### config.mk
export PLATFORM = sky130hd
export DESIGN_NAME = mem_port_arbiter
export DESIGN_NICKNAME = d
export VERILOG_FILES = /design/src/rtl/mem_port_arbiter.sv
export SDC_FILE = /design/constraint.sdc
export NUM_CORES = 1
export LEC_CHECK = 0
export ABC_AREA = 1
export ABC_CLOCK_PERIOD_IN_PS = 4700
export BUFFER_PORTS_ARGS = -buffer_cell sky130_fd_sc_hd__buf_4
export CAP_MARGIN = 25
export CELL_PAD_IN_SITES_DETAIL_PLACEMENT = 0
export CELL_PAD_IN_SITES_GLOBAL_PLACEMENT = 1
export CORE_ASPECT_RATIO = 1.25
export CORE_MARGIN = 8
export CORE_UTILIZATION = 31
export CTS_CLUSTER_DIAMETER = 50
export DETAILED_ROUTE_END_ITERATION = 10
export PLACE_DENSITY = 0.94
export SLEW_MARGIN = 5
export SYNTH_ARGS = -nofsm -noshare
export SYNTH_HDL_FRONTEND = slang
export SYNTH_SLANG_ARGS = --single-unit
### constraint.sdc
create_clock -name clk1 -period 4.7 [get_ports clk1]
set_clock_uncertainty 0.2 [all_clocks]
set_input_delay 0.47 -clock clk1 [delete_from_list [all_inputs] [get_ports clk1]]
set_output_delay 0.47 -clock clk1 [all_outputs]
set_load 0.02 [all_outputs]
### src/rtl/mem_port_arbiter.sv
`timescale 1ns/1ps
// Single-port memory arbiter for IF / DM / LD with starvation promotion and a loader burst lock.
// Optional grant statistics outputs are built when MEM_ARB_STATS_EN is defined.
module mem_port_arbiter #(
   parameter int AW         = 10,
   parameter int DW         = 32,
   parameter int STARVE_MAX = 4
) (
   input  logic          clk1,
   input  logic          rst_n,
   input  logic          halted,
   input  logic          if_req,
   input  logic          dm_req,
   input  logic          ld_req,
   input  logic          dm_we,
   input  logic          ld_we,
   input  logic [AW-1:0] if_addr,
   input  logic [AW-1:0] dm_addr,
   input  logic [AW-1:0] ld_addr,
   input  logic [DW-1:0] dm_wdata,
   input  logic [DW-1:0] ld_wdata,
   input  logic          ld_lock,
   output logic          if_gnt,
   output logic          dm_gnt,
   output logic          ld_gnt,
   output logic          if_rvalid,
   output logic          dm_rvalid,
   output logic          ld_rvalid,
   output logic [DW-1:0] rdata,
   output logic          mem_en,
   output logic          mem_we,
   output logic [AW-1:0] mem_addr,
   output logic [DW-1:0] mem_wdata,
   input  logic [DW-1:0] mem_rdata
`ifdef MEM_ARB_STATS_EN
   ,
   output logic [31:0]   stat_if_cnt,
   output logic [31:0]   stat_dm_cnt,
   output logic [31:0]   stat_ld_cnt
`endif
);

   localparam logic [3:0] SMAX = 4'(STARVE_MAX);

   localparam logic [1:0] TAG_NONE = 2'd0;
   localparam logic [1:0] TAG_IF   = 2'd1;
   localparam logic [1:0] TAG_DM   = 2'd2;
   localparam logic [1:0] TAG_LD   = 2'd3;

   logic          if_eff;
   logic [3:0]    if_cnt_q, if_cnt_d;
   logic [3:0]    dm_cnt_q, dm_cnt_d;
   logic [3:0]    ld_cnt_q, ld_cnt_d;
   logic          lock_q, lock_d;
   logic          mem_en_q, mem_en_d;
   logic          mem_we_q, mem_we_d;
   logic [AW-1:0] mem_addr_q, mem_addr_d;
   logic [DW-1:0] mem_wdata_q, mem_wdata_d;
   logic [1:0]    tag_q, tag_d;
   logic [2:0]    rvalid_q, rvalid_d;

   function automatic logic [3:0] next_cnt(input logic req, input logic gnt, input logic [3:0] cnt);
      if (!req || gnt)
         return '0;
      else if (cnt == SMAX)
         return cnt;
      else
         return cnt + 4'd1;
   endfunction

   assign if_eff = if_req & ~halted;

   // Grants are forced low while reset is asserted since they are combinational.
   always_comb begin
      if_gnt = 1'b0;
      dm_gnt = 1'b0;
      ld_gnt = 1'b0;
      if (!rst_n) begin
         if_gnt = 1'b0;
      end else if (lock_q) begin
         ld_gnt = ld_req;
      end else if (dm_req && dm_cnt_q == SMAX) begin
         dm_gnt = 1'b1;
      end else if (if_eff && if_cnt_q == SMAX) begin
         if_gnt = 1'b1;
      end else if (ld_req && ld_cnt_q == SMAX) begin
         ld_gnt = 1'b1;
      end else if (dm_req) begin
         dm_gnt = 1'b1;
      end else if (if_eff) begin
         if_gnt = 1'b1;
      end else if (ld_req) begin
         ld_gnt = 1'b1;
      end
   end

   always_comb begin
      if_cnt_d = next_cnt(if_eff, if_gnt, if_cnt_q);
      dm_cnt_d = next_cnt(dm_req, dm_gnt, dm_cnt_q);
      ld_cnt_d = next_cnt(ld_req, ld_gnt, ld_cnt_q);
      if (!ld_lock)
         lock_d = 1'b0;
      else if (ld_gnt)
         lock_d = 1'b1;
      else
         lock_d = lock_q;
   end

   always_comb begin
      mem_en_d    = if_gnt | dm_gnt | ld_gnt;
      mem_we_d    = 1'b0;
      mem_addr_d  = mem_addr_q;
      mem_wdata_d = mem_wdata_q;
      tag_d       = TAG_NONE;
      if (if_gnt) begin
         mem_addr_d = if_addr;
         tag_d      = TAG_IF;
      end else if (dm_gnt) begin
         mem_we_d    = dm_we;
         mem_addr_d  = dm_addr;
         mem_wdata_d = dm_wdata;
         tag_d       = TAG_DM;
      end else if (ld_gnt) begin
         mem_we_d    = ld_we;
         mem_addr_d  = ld_addr;
         mem_wdata_d = ld_wdata;
         tag_d       = TAG_LD;
      end
   end

   // Read data arrives from the memory one cycle after the strobe; steer the valid to the tagged owner.
   always_comb begin
      rvalid_d = '0;
      if (mem_en_q && !mem_we_q) begin
         case (tag_q)
            TAG_IF:  rvalid_d = 3'b100;
            TAG_DM:  rvalid_d = 3'b010;
            TAG_LD:  rvalid_d = 3'b001;
            default: rvalid_d = '0;
         endcase
      end
   end

   always_ff @(posedge clk1 or negedge rst_n) begin
      if (!rst_n) begin
         if_cnt_q    <= '0;
         dm_cnt_q    <= '0;
         ld_cnt_q    <= '0;
         lock_q      <= 1'b0;
         mem_en_q    <= 1'b0;
         mem_we_q    <= 1'b0;
         mem_addr_q  <= '0;
         mem_wdata_q <= '0;
         tag_q       <= TAG_NONE;
         rvalid_q    <= '0;
      end else begin
         if_cnt_q    <= if_cnt_d;
         dm_cnt_q    <= dm_cnt_d;
         ld_cnt_q    <= ld_cnt_d;
         lock_q      <= lock_d;
         mem_en_q    <= mem_en_d;
         mem_we_q    <= mem_we_d;
         mem_addr_q  <= mem_addr_d;
         mem_wdata_q <= mem_wdata_d;
         tag_q       <= tag_d;
         rvalid_q    <= rvalid_d;
      end
   end

   assign mem_en    = mem_en_q;
   assign mem_we    = mem_we_q;
   assign mem_addr  = mem_addr_q;
   assign mem_wdata = mem_wdata_q;
   assign if_rvalid = rvalid_q[2];
   assign dm_rvalid = rvalid_q[1];
   assign ld_rvalid = rvalid_q[0];
   assign rdata     = (|rvalid_q) ? mem_rdata : '0;

`ifdef MEM_ARB_STATS_EN
   logic [31:0] st_if_q, st_dm_q, st_ld_q;

   always_ff @(posedge clk1 or negedge rst_n) begin
      if (!rst_n) begin
         st_if_q <= '0;
         st_dm_q <= '0;
         st_ld_q <= '0;
      end else begin
         if (if_gnt && st_if_q != '1) st_if_q <= st_if_q + 32'd1;
         if (dm_gnt && st_dm_q != '1) st_dm_q <= st_dm_q + 32'd1;
         if (ld_gnt && st_ld_q != '1) st_ld_q <= st_ld_q + 32'd1;
      end
   end

   assign stat_if_cnt = st_if_q;
   assign stat_dm_cnt = st_dm_q;
   assign stat_ld_cnt = st_ld_q;
`endif

endmodule
==> impl_metrics.yaml, run 1 <==
timing:
  layout_setup_ws_ps: 1190
  rsz0062_at_grt: "no"
  final.period_utilization_pct: 74.6
  drv_slew: 0
  max_slew.worst_pin.slew_ps: 789
  max_slew_margin_pct: 47.4
  finalSetupViolations: 0
  hold_violations: 0
  fin_crit_ps: 3510
  timing.fmax_ghz: 0.285
  fin_setup_tns_ps: 0
  whs_ps: 145
setup_path:
  slowest_stage: "inv_2"
  cp_cell_sequence: "inv_1 -> ha_1 -> nand2_2 -> nor2_4 -> nand2_2 -> nand3_2 -> nand2_2 -> nand2_2 -> inv_2 -> buf_4"
  cp_num_cells: 10
  max_stage_delay_ps: 620
  crit_type: "reg2out"
  critPathTopFamily: "simple AND/OR/NAND/NOR gates"
  crit_arrival_ps: 2840
  critPathBufInv: 3
  start_kind: "register"
  required_ps: 4030
  cp_max_fo: 39
  r2r_cells: 13
  cpMostUsedCell: "nand2_2"
  critPathCaptureType: "output pin"
floorplanning:
  io_pins: 217
  fp.dieH_um: 137
  coreArea_um2: 11500
  rows: 44
  die_area_um2: 15400
  die_x_um: 112
  start_util_pct: 31.4
routing:
  maxUsedRoutingLayer: "met4"
  wl_met2_mm: 7.00
  wl_per_cell_um: 15.4
  drc: 0
  vias_per_cell: 4.69
  wirelength_met1_mm: 4.94
  drtPass1Iterations: 4
  wl_met3_mm: 1.02
  vias: 4044
  wirelength_mm: 13.3
  detail-route-antenna-nets: 0
  drt_iter0_drc: 199
final_layout:
  utilization_pct: 48.3
  nets: 860
  drive_gt1_share_pct: 34.9
  area_growth_pct: 54.0
yosys:
  synth_top_area_share_pct: 43.0
  syn_inst: 514
  synth-seq-area-share_pct: 43.0
  synth-seq-cells: 62
  syn_area_per_cell_um2: 7.02
  ys_warn_count: 0
  synth_top_flop_cell: "dfrtp_1"
  syn_nets: 655
  synth_cell_types: 24
  synthTopCellsByCount: "nand2_1, nand3_1, dfrtp_1"
  synth_edf_count: 0
  synth_top_area_cell: "dfrtp_1"
  synthArstFlopShare_pct: 100
  ys_top_cells_by_area: "dfrtp_1, nand2_1, nand3_1"
  yosysMostFrequentCell: "nand2_1"
  netlist_area_um2: 3610
global_route:
  antenna_found_initial: 1
  grt_pass1_wl_mm: 20.4
  first_global_vias: 4084
  overflow: 0
  grt_max_degree: 63
  grt_use_total_pct: 16.7
pwr:
  leakage_nw: 3.29
  peakVddDrop_uv: 195
  powerDensity_nw_per_um2: 382
  power_mw: 2.12
clocking:
  htree_levels: 3
  cts_sinks: 62
  clkTransAtPathRegs_ps: 50
  cts_max_path_buffers: 2
  cts_root_buf: "clkbuf_16"
  cts_buffers: 9
  cts_tree: "done"
  clk_latency_ps: 320
  cts_setup_buffers: 0
  cts_repair_resize_count: 0
  postCtsHoldBufs: 0
placement:
  pre_cts_ws_ps: 1520
  gp_congestion: 0.886
  dp_hpwl_mm: 10.5
  port_buffers: 216
run_status:
  outcome: "complete, no violations"
hold_path:
  min_path_type: "in2async"
run:
  max_cap_violations: 0
==> where the power goes <==
part / switching (mW) / internal, mW
combinational: 0.447 / 0.323
sequential: 0.0730 / 0.646
clock: 0.217 / 0.419
total: 0.736 / 1.39
==> layout by cell type, fill, tap and decap left out, types with 3 or more instances in the layout <==
master / count
nand4_1: 6
a21oi_1: 4
buf_4: 220
nand2_1: 218
o21ai_0: 6
xor2_1: 3
ha_1: 6
nand2_2: 5
nor2_1: 38
or2_2: 4
nor3_1: 6
inv_1: 54
xnor2_1: 3
nand3_1: 63
clkbuf_16: 9
dfrtp_1: 62
==> registers in the layout (all words and copies together), names as in the netlist <==
| name | count |
|---|---|
| ld_cnt_q | 4 |
| mem_en | 1 |
| mem_we | 1 |
| lock_q | 1 |
| tag_q | 2 |
| if_cnt_q | 4 |
| mem_addr | 10 |
| mem_wdata | 32 |
| rvalid_q | 3 |
| dm_cnt_q | 4 |
==> through the flow <==
stage | instance area (um2) | cells
4_1_cts | 5550 | 861
2_1_floorplan | 3610 | 514
3_3_place_gp | 5260 | 846
6_report | 5560 | 862
3_5_place_dp | 5260 | 846
5_1_grt | 5560 | 862
==> worst paths after layout <==
path | from | end | slack, ps
worst min-delay path | rst_n | ld_cnt_q[0]$_DFFE_PN0P_ | 150
min in group clk1 | if_addr[5] | mem_addr[5]$_DFFE_PN0P_ | 170
worst max-delay path | if_cnt_q[0]$_DFFE_PN0P_ | dm_gnt | 1190
max in group asynchronous | rst_n | mem_addr[9]$_DFFE_PN0P_ | 3650
worst max register to register | if_cnt_q[0]$_DFFE_PN0P_ | dm_cnt_q[0]$_DFFE_PN0P_ | 1540
worst min register to register | tag_q[0]$_DFF_PN0_ | rvalid_q[1]$_DFF_PN0_ | 230
==> routing by layer <==
layer  track usage [%]  up-vias
met3              5.74       20
met1              16.6     1847
li1                  -     1987
met4              7.51        0
met5                 0        -
met2              31.0      190
==> cell type report <==
cell class,count,area [um2]
fill,1128,5950
multi-input combinational,371,1680
timing repair buffer,220,1650
sequential,62,1550
clock buffer,11,243
inverter,55,206
tap,138,173
clock inverter,4,47.5
antenna,1,2.50
==> logic make-up (layout without fill, tap and decap cells) <==
logic type / Yosys count / count (layout) / share of synthesized area [%]
flip-flops: 62 / 62 / 43.0
adder cells (fa/ha/maj): 6 / 6 / 2.08
other: 0 / 1 / 0
AND/OR/NAND/NOR: 348 / 348 / 41.3
buffers and inverters: 81 / 290 / 10.5
AO/OA/AOI/OAI: 11 / 11 / 1.60
XOR/XNOR: 6 / 6 / 1.46
No activity file was read; power rests on OpenSTA's default activity.
==> run 2: changes to the inputs <==
Settings changed: ABC_CLOCK_PERIOD_IN_PS 4700 to 3000, CORE_UTILIZATION 31 to 26, PLACE_DENSITY 0.94 to 0.84.
Clock period 4.7 ns to 3 ns, I/O delays scaled along.
==> impl_metrics.yaml, run 2 (synthesis results as in run 1) <==
run_status:
  outcome: "finished, violations left"
  violations: "hold timing"
timing:
  fin_crit_ps: 2670
  finalSetupViolations: 0
  drv_slew: 0
  max_slew_margin_pct: 46.4
  max_slew.worst_pin.slew_ps: 804
  timing.fmax_ghz: 0.374
  hold_violations: 62
  fin_setup_tns_ps: 0
  whs_ps: -19.7
  final.period_utilization_pct: 89.1
  rsz0062_at_grt: "no"
final_layout:
  utilization_pct: 42.0
  diodes: 0
  area_growth_pct: 59.4
  drive_gt1_share_pct: 35.1
  layout_common_cells: "buf_4, nand2_1, nand3_1"
  largest_reg_flops: 32
  final_cell_area_um2: 5750
  final_common_cell: "buf_4"
  nets: 870
floorplanning:
  die_x_um: 121
  rows: 48
  fp.dieH_um: 148
  die_area_um2: 17900
  start_util_pct: 26.3
  io_pins: 217
  coreArea_um2: 13700
routing:
  wirelength_mm: 13.1
  detail-route-antenna-nets: 0
  drt_iter0_drc: 151
  vias_per_cell: 4.33
  drtPass1Iterations: 4
  vias: 3937
  drc: 0
  wl_per_cell_um: 14.4
global_route:
  overflow: 0
  met3_usage_pct: 4.01
  grt_max_degree: 69
  grt_pass1_wl_mm: 20.4
  grt_busiest_layer: "met2"
  antenna_found_initial: 0
  use_met1_pct: 15.9
  first_global_vias: 3892
  met2_usage_pct: 25.1
  grt_use_total_pct: 14.2
clocking:
  cts_buffers: 9
  cts_tree: "done"
  clk_latency_ps: 320
  cts_root_buf: "clkbuf_16"
  clkTransAtPathRegs_ps: 60
  cts_sinks: 62
  htree_levels: 3
  cts_max_path_buffers: 2
pwr:
  power_mw: 3.45
  peakVddDrop_uv: 307
  leakage_nw: 3.36
  powerDensity_nw_per_um2: 600
placement:
  gp_congestion: 0.791
  dp_hpwl_mm: 10.0
  port_buffers: 216
  placed_cell_area_um2: 5360
hold_path:
  min_path_type: "in2async"
setup_path:
  crit_type: "reg2out"
  cp_max_fo: 34
  critPathCaptureType: "output pin"
  start_kind: "register"
  crit_arrival_ps: 2170
  required_ps: 2500
run:
  max_cap_violations: 0
[run 2: changes by cell type in the layout (fill, tap and decap cells not counted)]
cell / change
buf_12: +2
buf_4: +2
bufinv_16: +1
clkbuf_1: -1
clkbuf_8: -1
clkinv_2: -1
clkinv_4: +3
diode_2: -1
dlygate4sd3_1: +6
inv_2: -1
inv_4: +1
[run 2: report_power, final]
part | switching [mW] | internal, mW
Combinational | 0.683 | 0.523
Sequential | 0.110 | 1.01
Clock | 0.396 | 0.730
[run 2: routing by layer]
layer	share of wire (%)	vias up
li1	-	2012
met1	39	1772
met2	51	141
met3	8.7	12
met4	1.5	0
met5	0	-
[run 2: worst paths after layout]
path | startpoint | endpoint | slack [ps] | cells past startpoint
hold / removal | rst_n | tag_q[0]$_DFF_PN0_ | -20 | 2
setup / recovery | if_cnt_q[0]$_DFFE_PN0P_ | dm_gnt | 330 | 10
max in group asynchronous | rst_n | mem_addr[0]$_DFFE_PN0P_ | 2110 | 2
setup reg to reg | if_cnt_q[0]$_DFFE_PN0P_ | mem_wdata[17]$_DFFE_PN0P_ | 460 | 13
min in group clk1 | if_addr[1] | mem_addr[1]$_DFFE_PN0P_ | 30 | 3
hold reg to reg | tag_q[0]$_DFF_PN0_ | rvalid_q[1]$_DFF_PN0_ | 240 | 1
[run 2: through the flow]
stage	worst slack [ps]	hold slack, ps	instances
finish	327	-19.7	909
floorplan	1150	-196	514
global route	135	19.4	909
detailed placement	440	232	887
CTS	85.6	13.4	909
global placement	493	222	887
[run 2: layout make-up]
cell class                      instances  area (um2)
Clock buffer                            9         225
Clock inverter                          7        98.8
Fill cell                            1438        7940
Inverter                               55         209
Multi-Input combinational cell        371        1680
Sequential cell                        62        1550
Tap cell                              175         219
Timing Repair Buffer                  230        1770
[run 2: what timing repair did]
| action | in CTS | in global routing |
|---|---|---|
| setup buffers | 0 | 0 |
| gates resized for setup | 0 | 2 |
| setup endpoints to repair | 0 | 1 |
| hold endpoints to repair | 6 | 0 |
| hold buffers | 6 | 0 |
[run 2: critical path, cell delays in order (launching register included)]
cell and delay [ps]:
dfrtp_1 380, inv_1 80, ha_1 210, nand2_2 90
nor2_4 40, nand2_2 100, nand3_2 70, nand2_2 200
nand2_2 140, inv_4 310, buf_4 210
